`src/rtl/router_0_input_ctrl.sv`:
```
// router_0_input_ctrl
//    Input-port controller for router 0, mesh node (0,0), of the 2x2 mesh.
//    Reads packets from one first-word-fall-through flit FIFO and XY-routes
//    each header to the Local, East or South output. It holds a one-hot
//    request until the packet's TAIL flit has been forwarded. Headers with an
//    illegal length or an unreachable destination are discarded up to their
//    TAIL.
//
// Ports
//    clk, rst     clock; asynchronous active-high reset
//    fifo_empty   input FIFO empty
//    fifo_dout    head flit (valid whenever fifo_empty=0)
//    fifo_rd      pop strobe (combinational)
//    grant        one-hot grant from output arbiters  [0]=L [1]=E [2]=S
//    out_ready    downstream ready per output (same bit order)
//    req          one-hot request to output arbiters (same bit order)
//    flit_out     forwarded flit (always fifo_dout)
//    flit_valid   one-hot valid per output, asserted on forwarded pops
//    flit_type    type field of the flit popped this cycle in ACTIVE, else 0
//    length       registered length of the current packet
//    err_route    one-cycle pulse: header destination unreachable
//    err_len      one-cycle pulse: illegal length or TAIL count mismatch
module router_0_input_ctrl #(
   parameter int unsigned FLIT_W = 32,
   parameter int unsigned LEN_W  = 12
) (
   input  logic              clk,
   input  logic              rst,
   input  logic              fifo_empty,
   input  logic [FLIT_W-1:0] fifo_dout,
   output logic              fifo_rd,
   input  logic [2:0]        grant,
   input  logic [2:0]        out_ready,
   output logic [2:0]        req,
   output logic [FLIT_W-1:0] flit_out,
   output logic [2:0]        flit_valid,
   output logic [2:0]        flit_type,
   output logic [LEN_W-1:0]  length,
   output logic              err_route,
   output logic              err_len
);

   localparam logic [2:0] TYPE_HEADER = 3'b001;
   localparam logic [2:0] TYPE_TAIL   = 3'b100;

   localparam logic [2:0] PORT_L = 3'b001;
   localparam logic [2:0] PORT_E = 3'b010;
   localparam logic [2:0] PORT_S = 3'b100;

   typedef enum logic [2:0] {
      IDLE   = 3'b001,
      ACTIVE = 3'b010,
      DROP   = 3'b100
   } state_t;

   state_t state, state_n;

   logic [2:0]       sel_oh;       // route of the current packet, one-hot
   logic [LEN_W-1:0] length_q;
   logic [LEN_W-1:0] cnt;          // flits popped so far in this packet
   logic             err_route_q;
   logic             err_len_q;

   // Head-flit fields
   logic [2:0]  head_type;
   logic [11:0] hdr_len;
   logic [1:0]  dst_x;
   logic [1:0]  dst_y;
   logic [2:0]  route_oh;
   logic        route_bad;
   logic        len_bad;

   // Next-state controls
   logic             load_hdr;
   logic             set_err_route;
   logic             set_err_len;
   logic             tail_mismatch;
   logic             fwd_pop;
   logic [LEN_W:0]   cnt_inc;

   assign head_type = fifo_dout[31:29];
   assign hdr_len   = fifo_dout[28:17];
   assign dst_x     = fifo_dout[3:2];
   assign dst_y     = fifo_dout[1:0];

   // XY routing from (0,0): X first, then Y, else local.
   always_comb begin
      if (dst_x != 2'd0) begin
         route_oh = PORT_E;
      end else if (dst_y != 2'd0) begin
         route_oh = PORT_S;
      end else begin
         route_oh = PORT_L;
      end
   end

   // The mesh is 2x2, so coordinates above 1 name no node.
   assign route_bad = (dst_x > 2'd1) || (dst_y > 2'd1);
   assign len_bad   = (hdr_len < 12'd2);

   assign cnt_inc  = {1'b0, cnt} + 1'b1;
   assign flit_out = fifo_dout;

   always_comb begin
      state_n       = state;
      fifo_rd       = 1'b0;
      req           = '0;
      flit_valid    = '0;
      flit_type     = '0;
      load_hdr      = 1'b0;
      set_err_route = 1'b0;
      set_err_len   = 1'b0;
      tail_mismatch = 1'b0;
      fwd_pop       = 1'b0;

      // Outputs are held quiet while reset is asserted so the FIFO is never
      // popped during reset, even if a stray flit sits at its head.
      if (!rst) begin
         unique case (state)
            IDLE: begin
               if (!fifo_empty) begin
                  if (head_type == TYPE_HEADER) begin
                     if (len_bad || route_bad) begin
                        set_err_len   = len_bad;
                        set_err_route = route_bad;
                        state_n       = DROP;
                     end else begin
                        load_hdr = 1'b1;
                        state_n  = ACTIVE;
                     end
                  end else begin
                     // Stray non-header flit: discard silently.
                     fifo_rd = 1'b1;
                  end
               end
            end

            ACTIVE: begin
               req     = sel_oh;
               fifo_rd = (|(grant & out_ready & sel_oh)) & ~fifo_empty;
               if (fifo_rd) begin
                  fwd_pop    = 1'b1;
                  flit_valid = sel_oh;
                  flit_type  = head_type;
                  if (head_type == TYPE_TAIL) begin
                     state_n       = IDLE;
                     tail_mismatch = (cnt_inc != {1'b0, length_q});
                  end
               end
            end

            DROP: begin
               fifo_rd = ~fifo_empty;
               if (fifo_rd && (head_type == TYPE_TAIL)) begin
                  state_n = IDLE;
               end
            end

            default: begin
               state_n = IDLE;
            end
         endcase
      end
   end

   always_ff @(posedge clk or posedge rst) begin
      if (rst) begin
         state <= IDLE;
      end else begin
         state <= state_n;
      end
   end

   always_ff @(posedge clk or posedge rst) begin
      if (rst) begin
         sel_oh      <= '0;
         length_q    <= '0;
         cnt         <= '0;
         err_route_q <= 1'b0;
         err_len_q   <= 1'b0;
      end else begin
         err_route_q <= set_err_route;
         err_len_q   <= set_err_len | tail_mismatch;
         if (load_hdr) begin
            sel_oh   <= route_oh;
            length_q <= LEN_W'(hdr_len);
            cnt      <= '0;
         end else if (fwd_pop && (cnt != '1)) begin
            cnt <= cnt + 1'b1;
         end
      end
   end

   assign length    = length_q;
   assign err_route = err_route_q;
   assign err_len   = err_len_q;

endmodule

```
`config.mk`:
```
export PLATFORM = sky130hd
export DESIGN_NAME = router_0_input_ctrl
export DESIGN_NICKNAME = d
export VERILOG_FILES = /design/src/rtl/router_0_input_ctrl.sv
export SDC_FILE = /design/constraint.sdc
export NUM_CORES = 1
export LEC_CHECK = 0
export ABC_CLOCK_PERIOD_IN_PS = 2600
export CAP_MARGIN = 5
export CORE_MARGIN = 2
export CORE_UTILIZATION = 43
export DETAILED_ROUTE_END_ITERATION = 6
export GPL_TIMING_DRIVEN = 0
export HOLD_SLACK_MARGIN = 0.05
export PLACE_DENSITY_LB_ADDON = 0.15
export SETUP_SLACK_MARGIN = 0.15
export SLEW_MARGIN = 15
export SYNTH_ARGS = -nofsm -noshare
export SYNTH_HDL_FRONTEND = slang
export SYNTH_SLANG_ARGS = --single-unit
```
`constraint.sdc`:
```
create_clock -name clk -period 2.6 [get_ports clk]
set_input_delay 0.39 -clock clk [delete_from_list [all_inputs] [get_ports clk]]
set_output_delay 0.39 -clock clk [all_outputs]
set_load 0.03 [all_outputs]
```
==> summary.md, run 1 <==
| Metric | Value |
|---|---|
| Run status | complete, no violations |
| CTS tree | yes |
| TritonCTS Sinks | 32 |
| Area Growth Syn to Fin | 44.8% |
| Total gr overflow | 0 |
| Fill cells | 435 |
| Final hold slack | 228 ps |
| Iter 0 DRT Violations | 249 |
| Max Cap Violations | 0 |
| Final Util | 65.2% |
| Post-Route WL | 5960 µm |
| Register bit total from synthesis | 32 |
| Initial antenna violation count | 0 |
| Net count after synthesis | 299 |
| Crit path DAT | 2640 ps |
| FMAX | 407 MHz |
| Tightest Pin Transition | 682 ps |
| Row count | 26 |
| IO Pins | 97 |
| Top_reg_cell synth | dfrtp_1 |
| DIE AREA | 6020 µm² |
| Placed cell areas | 3240 µm² |
| Layout cell share with drive strength beyond 1 | 25.1% |
| R2R Setup Slk | 240 ps |
| Worst R2R Start | cnt[0] |
| Min Clock Period, post-route | 2460 ps |
| RR Endpoint | err_len |
| Drc violations | 0 |
| CTS Hold Buffers Added | 0 |
| Via Count | 2,198 |
| Vias in the first global route | 2,079 |
| Most frequent cell after synthesis | buf_4 |
| Sequential area share after synthesis | 34.4% |
| Synth warn | 0 |
| Area leader, netlist | dfrtp_1 |
| Top cell type's share of synthesized area | 33.3% |
| Top post-synthesis cells by area | dfrtp_1, buf_4, mux2_2 |
| Lkg Pwr | 1.49 nW |
| Nature of the critical path endpoint | flop |
| Reg2reg path depth | 6 |
| Vias per cell | 5.23 |
| Nets | 391 |
| TritonCTS buffer count | 5 |
| Max Slew Vio Count | 0 |
| GP Congestion | 0.899 |
| Clock Tree Buf Depth | 2 |
| First-pass GRT wire length | 10,000 µm |
| Routed WL per cell | 14.2 µm |
| Crit-path max FO | 5 |
| Worst-path clk slew | 70 ps |
| Worst-Skew Late Latency | 280 ps |
| Netlist cell types | 54 |
| Power density over cell area | 581 nW/µm² |
| Mean post-synth cell area | 9.07 µm² |
| CP startpoint kind | input pin |
| GR Util All Layers | 20.6% |
| Die width | 77.6 µm |
| Pre-antenna DRT Iters | 4 |
| Synth Instances | 257 |
| Synth async-reset ratio | 100% |
| Setup-failing EPs final | 0 |
| Pin count of the biggest net entering global routing | 33 |
| Peak supply drop | 0.000417 V |
| H-tree depth | 2 |
| Worst Clk Skew | 3.92 ps |
| Hpwl dp | 4580 µm |
| Required time of the critical path | 2780 ps |
| Core box area | 5170 µm² |
| Crit share post-route | 94.5% |
| Final Cell Area | 3370 µm² |
| Root Driver | clkbuf_8 |
| Initial core utilization | 45.0% |
| Post-synth top cells | buf_4, dfrtp_1, nand2_1, nor2_1, nand3_1 |
| Final WS setup | 142 ps |
| Slew Limit Headroom | 54.5% |
| Port Buffers | 82 |
| N_diodes | 0 |
| Die Ht | 77.6 µm |
| Number of synthesized flops with an enable pin | 0 |
| HP Class | input pin to async pin |
| Final hold vios | 0 |
| Total power draw | 1.96 mW |
| Place WS | -190 ps |
| ANT nets after route | 0 |
| Syn Std Cell Area | 2330 µm² |
| Setup repair after global routing missed its margin | true |
| CP Class | input pin to flop |
==> per-stage QoR <==
step,TNS [ps],instances
floorplan,0,257
global placement,-1360,409
detailed placement,-1660,409
CTS,0,419
global route,0,420
finish,0,420
==> where the power goes <==
part           total, mW  switching, mW  leakage [nW]  internal, mW
registers          0.714          0.118         0.425         0.595
clock network      0.432          0.190        0.0515         0.242
logic              0.814          0.405          1.01         0.409
==> kinds of logic after synthesis <==
family / Yosys count / share of synthesized area, %
buffers and inverters: 49 / 15.1
xor gates and xnor gates: 12 / 4.51
and+or+nand+nor: 97 / 22.6
AOI/OAI and AO/OA: 50 / 14.8
muxes: 16 / 8.11
adders and majority gates: 1 / 0.537
DFF: 32 / 34.4
==> cell usage in the layout (no fill, tap or decap), types with 2 or more instances in the layout <==
master,n
inv_1,6
mux2i_1,2
buf_2,5
nand4_1,4
clkbuf_8,7
mux2_4,3
xor2_1,5
or4b_2,2
nand3_1,13
xnor2_1,7
and2_1,6
dfrtp_1,31
nand2_1,17
nor4_1,3
clkbuf_1,3
nor2_2,2
o31ai_1,2
o211ai_1,2
o21ai_1,7
and4_1,2
o21ai_0,9
and2_4,2
buf_6,8
or3_1,5
nor3_1,10
a2bb2oi_1,3
nor2_1,15
nor2b_1,4
buf_4,37
a21oi_1,9
clkdlybuf4s50_1,74
or3_2,2
a31oi_1,3
a2111oi_0,2
nor3b_1,3
mux2_2,11
==> how the worst max path moves through the flow <==
stage / startpoint / endpoint / slack (ps) / depth (start not counted)
2_1_floorplan: state[0] / fifo_rd / 220 / 4
3_3_place_gp: grant[2] / flit_type[2] / -150 / 5
3_5_place_dp: out_ready[2] / flit_type[2] / -190 / 5
4_1_cts: state[2] / flit_valid[2] / 120 / 5
5_1_grt: state[0] / fifo_rd / 60 / 5
6_report: fifo_empty / err_len / 140 / 6
==> per-layer routing <==
layer | GRT usage, % | wire (µm) | vias to the layer above
li1 | - | - | 1081
met1 | 27.8 | 2690 | 1034
met2 | 32.8 | 2870 | 81
met3 | 5.12 | 361 | 2
met4 | 5.36 | 34 | 0
met5 | 0 | 0 | -
==> cell type report <==
cell class	count	area (µm²)	area share, %
well taps	70	87.6	2.60
multi-input cells	176	1200	35.7
plain buffers	42	325	9.64
flip-flops and latches	32	802	23.8
repair buffers	85	828	24.6
clock buffers	8	100	2.97
inverters	7	26.3	0.779
==> critical path, stage by stage <==
cell and delay (ps):
clkdlybuf4s50_1 510, or4b_2 780, or3_2 470, nor2_2 150, a2111oi_0 90, a41oi_1 240
==> state kept, by name, indices dropped and copies added, names as in the netlist <==
name / count
sel_oh: 3
state: 3
err_len: 1
cnt: 12
length: 12
err_route: 1
==> what timing repair did <==
action,4_1_cts,5_1_grt
buffers inserted,2,1
endpoints found under the setup margin,15,20
pin swaps,0,2
gates resized for setup,35,17
(Power assumes the default switching activity.)
==> run 2, diff against run 1 <==
--- a/config.mk
+++ b/config.mk
@@ -5,13 +5,12 @@
 export SDC_FILE = /design/constraint.sdc
 export NUM_CORES = 1
 export LEC_CHECK = 0
-export ABC_CLOCK_PERIOD_IN_PS = 2600
+export ABC_CLOCK_PERIOD_IN_PS = 2000
 export CAP_MARGIN = 5
 export CORE_MARGIN = 2
-export CORE_UTILIZATION = 43
+export CORE_UTILIZATION = 39
 export DETAILED_ROUTE_END_ITERATION = 6
 export GPL_TIMING_DRIVEN = 0
-export HOLD_SLACK_MARGIN = 0.05
 export PLACE_DENSITY_LB_ADDON = 0.15
 export SETUP_SLACK_MARGIN = 0.15
 export SLEW_MARGIN = 15
==> constraint.sdc (replaced) <==
create_clock -name clk -period 2 [get_ports clk]
set_input_delay 0.3 -clock clk [delete_from_list [all_inputs] [get_ports clk]]
set_output_delay 0.3 -clock clk [all_outputs]
set_load 0.03 [all_outputs]
==> summary.md, run 2 (same netlist as run 1, synthesis figures left out) <==
| Metric | Value |
|---|---|
| Worst Clk Skew | 11.4 ps (+7.45 ps) |
| Final Cell Area | 4070 µm² (+21%) |
| Final WS setup | -304 ps (-446 ps) |
| CP startpoint kind | flop |
| Worst Setup SP | state[2] |
| GR Util All Layers | 21.9% (+1.3 points) |
| Required time of the critical path | 1700 ps (-1080 ps) |
| Post-Route WL | 7340 µm (+23%) |
| DIE AREA | 6610 µm² (+9.7%) |
| Crit path DAT | 2000 ps (-640 ps) |
| Vias in the first global route | 2,273 (+9.3%) |
| Final hold slack | 140 ps (-88.4 ps) |
| Slew Limit Headroom | 54.2% (-0.33 points) |
| H-tree depth | 2 (unchanged) |
| Initial antenna violation count | 0 (unchanged) |
| IO Pins | 97 (unchanged) |
| Pre-antenna DRT Iters | 4 (unchanged) |
| Sequential power share | 30.4% (-6.0 points) |
| TritonCTS Sinks | 32 (unchanged) |
| Power density over cell area | 760 nW/µm² (+31%) |
| Worst-Skew Late Latency | 290 ps (about the same) |
| Nature of the critical path endpoint | output pin |
| ANT nets after route | 0 (unchanged) |
| Total power draw | 3.09 mW (+58%) |
| Run status | finished, violations left |
| N_diodes | 0 (unchanged) |
| Initial core utilization | 39.8% (-5.2 points) |
| Via Count | 2,438 (+11%) |
| FMAX | 434 MHz |
| Setup repair after global routing missed its margin | true |
| CTS tree | yes |
| Area Growth Syn to Fin | 74.8% |
| Net Sw Power | 1.12 mW (+57%) |
| Place WS | -637 ps (-448 ps) |
| Internal power | 1.98 mW (+59%) |
| Drc violations | 0 (unchanged) |
| Setup-failing EPs final | 32 (+32) |
| Crit share post-route | 115% |
| Layout cell share with drive strength beyond 1 | 44.5% (+19 points) |
| Most common cell after layout, fill and taps aside | buf_4 |
| Fill cells | 463 (+6.4%) |
| Nets | 414 (+5.9%) |
| Root Driver | clkbuf_8 |
| Max Cap Violations | 0 (unchanged) |
| Routed WL per cell | 16.4 µm (+15%) |
| Peak supply drop | 0.000476 V (+14%) |
| Combinational Power Share | 47.1% (+5.6 points) |
| Sw frac | 36.1% (-0.32 points) |
| CP Class | flop to output pin |
| Placed cell areas | 3340 µm² (+3.1%) |
| Failing checks | negative setup slack |
| Port Buffers | 82 (unchanged) |
| First-pass GRT wire length | 11,000 µm (+9.3%) |
| Tightest Pin Transition | 686 ps (+4.27 ps) |
| Clock Tree Buf Depth | 2 (unchanged) |
| Commonest cells after routing, fill and taps aside | buf_4, clkdlybuf4s50_1, dfrtp_1 |
| Critical-path cell list | buf_4, buf_4, or3b_4, buf_8, o22a_1, nor3_4, buf_6 |
| Crit-path max FO | 7 (+2) |
| Max Slew Vio Count | 0 (unchanged) |
| Sequential cell area | 803 µm² (+0.16%) |
| Row count | 28 (+7.7%) |
| Die Ht | 81.3 µm (+4.7%) |
| Max incr delay on CP | 410 ps (-370 ps) |
| Crit-path most repeated cell | buf_4 |
| Total gr overflow | 0 (unchanged) |
| HP Class | input pin to async pin |
| Die width | 81.3 µm (+4.7%) |
| Vias per cell | 5.44 (+4.0%) |
| Min Clock Period, post-route | 2300 ps |
| Multi-input logic area | 1610 µm² (+33%) |
| Iter 0 DRT Violations | 153 (-39%) |
| Hpwl dp | 4610 µm (+0.70%) |
| CP max stage cell | dfrtp_1 |
| Core box area | 5850 µm² (+13%) |
| R2R Setup Slk | -160 ps (-400 ps) |
| Clock power frac | 22.5% (+0.5 points) |
| Final hold vios | 0 (unchanged) |
| Pin count of the biggest net entering global routing | 33 (unchanged) |
| Lkg Pwr | 1.84 nW (+24%) |
| GP Congestion | 0.892 (-0.78%) |
| Worst-path clk slew | 80 ps (about the same) |
| Worst R2R Start | state[2] |
| TritonCTS buffer count | 5 (unchanged) |
-- run 2: cell count changes in the layout (fill, tap and decap cells not counted), sizes merged --
cell / before / now
buf: 50 / 73
bufinv: 0 / 1
clkbuf: 10 / 13
clkdlybuf4s50: 74 / 49
dlygate4sd2: 0 / 18
dlymetal6s2s: 1 / 4
-- run 2: repair_timing --
item	in CTS	in global routing
resized for setup	135	43
hold buffers	0	0
setup buffers	18	6
endpoints found under the setup margin	59	42
pin swaps	15	13
gates cloned	1	1
-- run 2: power by group through the flow --
stage / combinational, mW / clock, mW / sequential [mW]
global route: 1.57 / 0.731 / 0.959
detailed placement: 1.14 / 0 / 0.948
finish: 1.46 / 0.695 / 0.941
CTS: 1.26 / 0.705 / 0.930
floorplan: 0.745 / 0 / 0.982
global placement: 1.13 / 0 / 0.941
-- run 2: final cells by class --
cell class / count / share of cell area [%]
multi-input combinational: 176 / 39.4
clock inverter: 1 / 0.737
sequential: 32 / 19.7
buffer: 42 / 8.69
clock buffer: 7 / 2.37
inverter: 7 / 0.645
timing repair buffer: 108 / 26.1
tap: 75 / 2.30
-- run 2: per-stage QoR --
| stage | instances | TNS (ps) | util (%) |
|---|---|---|---|
| after CTS | 441 | -2200 | 66.1 |
| after global routing | 448 | -5710 | 69.6 |
| after floorplan | 257 | -0.653 | - |
| final | 448 | -3510 | 69.6 |
| after global placement | 414 | -16420 | 57.1 |
| after detailed placement | 414 | -17120 | 57.1 |
-- run 2: critical path, delay by kind of cell, from the launching register on --
family	cells	cell delay, ps
buf+inv	4	570
compound gates	1	220
flops	1	410
simple gates	2	520
-- run 2: path summary, 6_finish.rpt --
path | depth (start not counted) | endpoint
max | 7 | fifo_rd
min | 2 | cnt[6]
max reg2reg | 7 | cnt[10]
min reg2reg | 2 | sel_oh[0]
max in group asynchronous | 2 | cnt[0]
min in group clk | 3 | err_route
-- run 2: metal layers --
metal | up-vias | wire (µm) | track usage, %
met1 | 1178 | 3030 | 28.0
li1 | 1130 | - | -
met2 | 107 | 3600 | 34.8
met5 | - | 0 | 0
met4 | 0 | 259 | 10.8
met3 | 23 | 455 | 4.56
==> RTL edit 1, RTL diff (settings of run 2) <==
Re-encode `state_t` (3 states) as binary, 2 bits wide. Comments in the files are not updated.
--- a/src/rtl/router_0_input_ctrl.sv
+++ b/src/rtl/router_0_input_ctrl.sv
@@ -47,10 +47,10 @@
    localparam logic [2:0] PORT_E = 3'b010;
    localparam logic [2:0] PORT_S = 3'b100;
 
-   typedef enum logic [2:0] {
-      IDLE   = 3'b001,
-      ACTIVE = 3'b010,
-      DROP   = 3'b100
+   typedef enum logic [1:0] {
+      IDLE   = 2'd0,
+      ACTIVE = 2'd1,
+      DROP   = 2'd2
    } state_t;
 
    state_t state, state_n;
Behaviour: same outputs for any inputs over 10 cycles, from zero or initial values and one cycle with rst high; not proved beyond that.
==> RTL edit 1 against run 2 <==
Critical path depth shrank 1. Sequential share of layout area grew 1.4 points. Area after synthesis fell by 2.3%. Die area decreased by 2.2%. Core utilization is 3.2 points lower. Register-to-register slack better by 350 ps. Design area is 9.1% lower. Count of clock-buffer cells in the layout decreased by 1. Routed wire length shrank 14%. Setup slack better by 360 ps. Sequential cell count shrank 1.
Power is not compared: it rests on default switching activity, and its combinational part moved more than twofold at a synthesized area within 25%.
==> RTL edit 1: results (changes against run 2) <==
[status]
status = completed

[cells_and_area]
drive_gt1_frac = 0.386  ; -0.0589
nNetsFinal = 401  ; -3.1%
fillers = 472  ; +1.9%

[yosys]
synth_seq_area_share = 0.341  ; -0.00341
synth_flop_cell = dfrtp_1
syn-num-nets = 287  ; -4.0%
synthDistinctLibCells = 57  ; +5.6%
synth_common_cells = buf_4, dfrtp_1, nand2_1, nor2_1, o21ai_0
synthTopCellsByArea = dfrtp_1, buf_4, mux2_2
synthCells = 245  ; -4.7%

[global_routing]
first_global_vias = 2040  ; -10%
grt_max_degree = 34  ; +3.0%
grt_pass1_wl_mm = 9.67  ; -12%
grtUsageTotal = 0.195  ; -0.0233

[drt]
drt-total-wl_mm = 6.32  ; -14%
viasPerCell = 5.11  ; -6.2%
num_vias = 2206  ; -9.5%
drt_iter0_drc = 155  ; +1.3%

[setup_path]
worst_path_largest_cell_delay_ps = 390  ; -20 ps
path_max_fanout = 3  ; -4
crit_family = simple AND/OR/NAND/NOR gates
worstPathArrival_ps = 1650  ; -350 ps

[timing]
tightest_slew_ps = 661  ; -25.4 ps
fin_skew_ps = 4.79  ; -6.57 ps

[placed_design]
pre_cts_slack_ps = -605  ; +32.5 ps
placedCellCount = 400  ; -3.4%
numPortBuffers = 83  ; +1.2%
gp_congestion = 0.885  ; -0.80%
dp_hpwl_mm = 4.46  ; -3.3%

[power_and_ir_drop]
p_leak_nw = 1.76

[clock_tree]
clk_pin_slew_worst_paths_ps = 70
cts_made_buffers = 5  ; unchanged

[min_path]
hold_class = input port to async pin

-- RTL edit 1: cell types whose count changed after synthesis, moves of 3 or more --
cell	before	now
o21ai_0	9	15
o21ai_1	7	1
nor2b_1	4	0
or3_1	5	1
a2bb2oi_1	3	0
a31oi_1	3	0
and3_1	1	4
buf_6	6	3
mux2_4	3	0
nand2b_1	1	4
-- RTL edit 1: area by class of cell --
| type | count | area, µm² | share of cell area |
|---|---|---|---|
| clock buffers | 6 | 72.6 | 0.0196 |
| multi-input cells | 169 | 1360 | 0.366 |
| well taps | 72 | 90.1 | 0.0243 |
| inverters | 6 | 22.5 | 0.00608 |
| plain buffers | 39 | 299 | 0.0808 |
| repair buffers | 107 | 1020 | 0.275 |
| flip-flops and latches | 31 | 783 | 0.212 |
| clock inverters | 2 | 60.1 | 0.0162 |
-- RTL edit 1: logic make-up (layout without fill, tap and decap cells) --
kind of cell	Yosys count	after routing	synth area share
AOI/OAI and AO/OA	45	45	0.147
buffers and inverters	45	160	0.140
and+or+nand+nor	96	96	0.248
muxes	14	14	0.0682
DFF	31	31	0.341
adders and majority gates	1	1	0.00550
xor gates and xnor gates	13	13	0.0500
-- RTL edit 1: repair_timing --
| action | in CTS | in global routing |
|---|---|---|
| resized for setup | 101 | 38 |
| setup endpoints to repair | 55 | 36 |
| pin swaps | 13 | 12 |
| buffers inserted | 15 | 9 |
-- RTL edit 1: stage by stage --
step                hold WS [ps]  instance area, µm²
floorplan                    397                2280
global placement             506                3200
detailed placement           517                3200
CTS                          421                3530
global route                 384                3700
finish                       396                3700
-- RTL edit 1: worst reg2reg max path: stages, from the launching register on --
cell and delay (ps):
dfrtp_2 440, buf_4 160, nor4b_4 240, buf_4 170, and2_4 170, nand2_4 70
buf_6 170, mux2_2 270
-- RTL edit 1: final timing paths --
check                              startpoint         to  slack, ps  cells after the start
worst max register to register       state[1]  length[1]        190                      7
max in group asynchronous                 rst     cnt[0]       1140                      2
worst min-delay path                      rst  sel_oh[1]        400                      2
min in group clk                fifo_dout[19]  length[2]        400                      2
worst max-delay path                sel_oh[2]    fifo_rd         50                      6
worst min register to register      sel_oh[0]  sel_oh[0]        560                      2
-- RTL edit 1: power by group through the flow --
stage	combinational, mW	clock [mW]	sequential, mW
CTS	0.680	0.758	0.775
global placement	0.629	0	0.786
floorplan	0.317	0	0.838
finish	0.702	0.751	0.777
global route	0.749	0.795	0.788
detailed placement	0.634	0	0.790
-- RTL edit 1: per-layer routing --
| layer | share of wire | global-route usage | up-vias |
|---|---|---|---|
| met5 | 0 | 0 | - |
| met4 | 0.016 | 0.0627 | 0 |
| met3 | 0.064 | 0.0461 | 11 |
| met2 | 0.49 | 0.327 | 85 |
| met1 | 0.43 | 0.247 | 1031 |
| li1 | - | - | 1079 |
==> RTL edit 2, RTL diff (settings of run 2) <==
Without the edit above. Set the parameter `FLIT_W` to 48 (it was 32).
--- a/src/rtl/router_0_input_ctrl.sv
+++ b/src/rtl/router_0_input_ctrl.sv
@@ -21,7 +21,7 @@
 //    err_route    one-cycle pulse: header destination unreachable
 //    err_len      one-cycle pulse: illegal length or TAIL count mismatch
 module router_0_input_ctrl #(
-   parameter int unsigned FLIT_W = 32,
+   parameter int unsigned FLIT_W = 48,
    parameter int unsigned LEN_W  = 12
 ) (
    input  logic              clk,
Interface: changed (resized fifo_dout and flit_out); port bits go from 97 to 129. The function was not compared with the original's and may differ.
==> RTL edit 2 against run 2 <==
The flow still finishes with violations (negative setup slack). First-iteration DRC count shrank 25%. Power increased by 1.8%. Routed wire length increased by 2.6%. Synthesized cell count up 6.2%. Core utilization grew 1.5 points. Area after synthesis up 5.2%. Sequential share of layout area down 0.85 points. Critical path depth decreased by 3. Combinational power is 13% higher. Sequential cell count unchanged. Die area grew 4.9%. Design area grew 4.6%. Setup slack improved by 68 ps. Critical endpoint is now flit_type[1]. Largest power group unchanged.
==> RTL edit 2: results (changes against run 2) <==
[cells_and_area]
nNetsFinal = 462  ; +12%
drive_gt1_frac = 0.432  ; -0.0129
final-nonclk-buf-share = 0.400  ; +0.0524
seqCellArea_um2 = 805  ; +0.16%

[drt]
drt_iter0_drc = 114  ; -25%

[setup_path]
path_max_fanout = 6  ; -1
r2r_slack_ps = -210  ; -50 ps
worstReg2RegStart = state[0]
ff2ff_path_depth = 8  ; +1
critPathCapture = flit_type[1]

[clock_tree]
post_cts_buffers = 19  ; +1
cts_resized = 124  ; -8.1%

[power_and_ir_drop]
p_leak_nw = 1.92  ; +4.4%
p_per_area_mw_per_mm2 = 739  ; -2.8%

[yosys]
synth_common_cells = buf_4, dfrtp_1, nand2_1, nor2_1, nand3_1
syn-num-nets = 331  ; +11%
synth-compound-area-share = 0.140  ; -0.00724
synth_seq_area_share = 0.327  ; -0.0169

[placed_design]
dp_hpwl_mm = 5.24  ; +14%
placedCellCount = 446  ; +7.7%
numPortBuffers = 98  ; +20%

[timing]
fin_skew_ps = 5.75  ; -5.61 ps
max-slew-margin-rel = 0.417  ; -0.124
worst_slack_ps = -236  ; +67.9 ps
setup_viol = 31  ; -3.1%

[status]
failed_checks = negative setup slack
status = complete, but fails checks

[global_routing]
grt_pass1_wl_mm = 12.1  ; +10%

RTL edit 2: cell types whose count changed after synthesis, sizes merged:
| cell | before | now |
|---|---|---|
| buf | 40 | 56 |
RTL edit 2: critical path, cell delays in order, from the launching register on:
cell      delay (ps)
dfstp_2          390
or4b_4           570
a311oi_4         330
and2_2           200
buf_4            150
RTL edit 2: where the power goes:
part / switching [mW] / internal [mW]
clock network: 0.256 / 0.314
logic: 0.764 / 0.881
registers: 0.155 / 0.777
RTL edit 2: through the flow:
stage,setup TNS (ps),hold slack (ps),setup WS [ps],power [mW]
floorplan,-0.653,397,-0.653,1.79
global placement,-15510,535,-581,2.17
detailed placement,-15840,473,-606,2.18
CTS,-2870,171,-221,2.99
global route,-5270,200,-281,3.31
finish,-3510,141,-236,3.15
RTL edit 2: routing by layer:
layer,share of wire,track usage,vias up
li1,-,-,1195
met3,0.068,0.0596,16
met5,0,0,-
met4,0.022,0.0820,0
met1,0.43,0.273,1203
met2,0.48,0.335,111
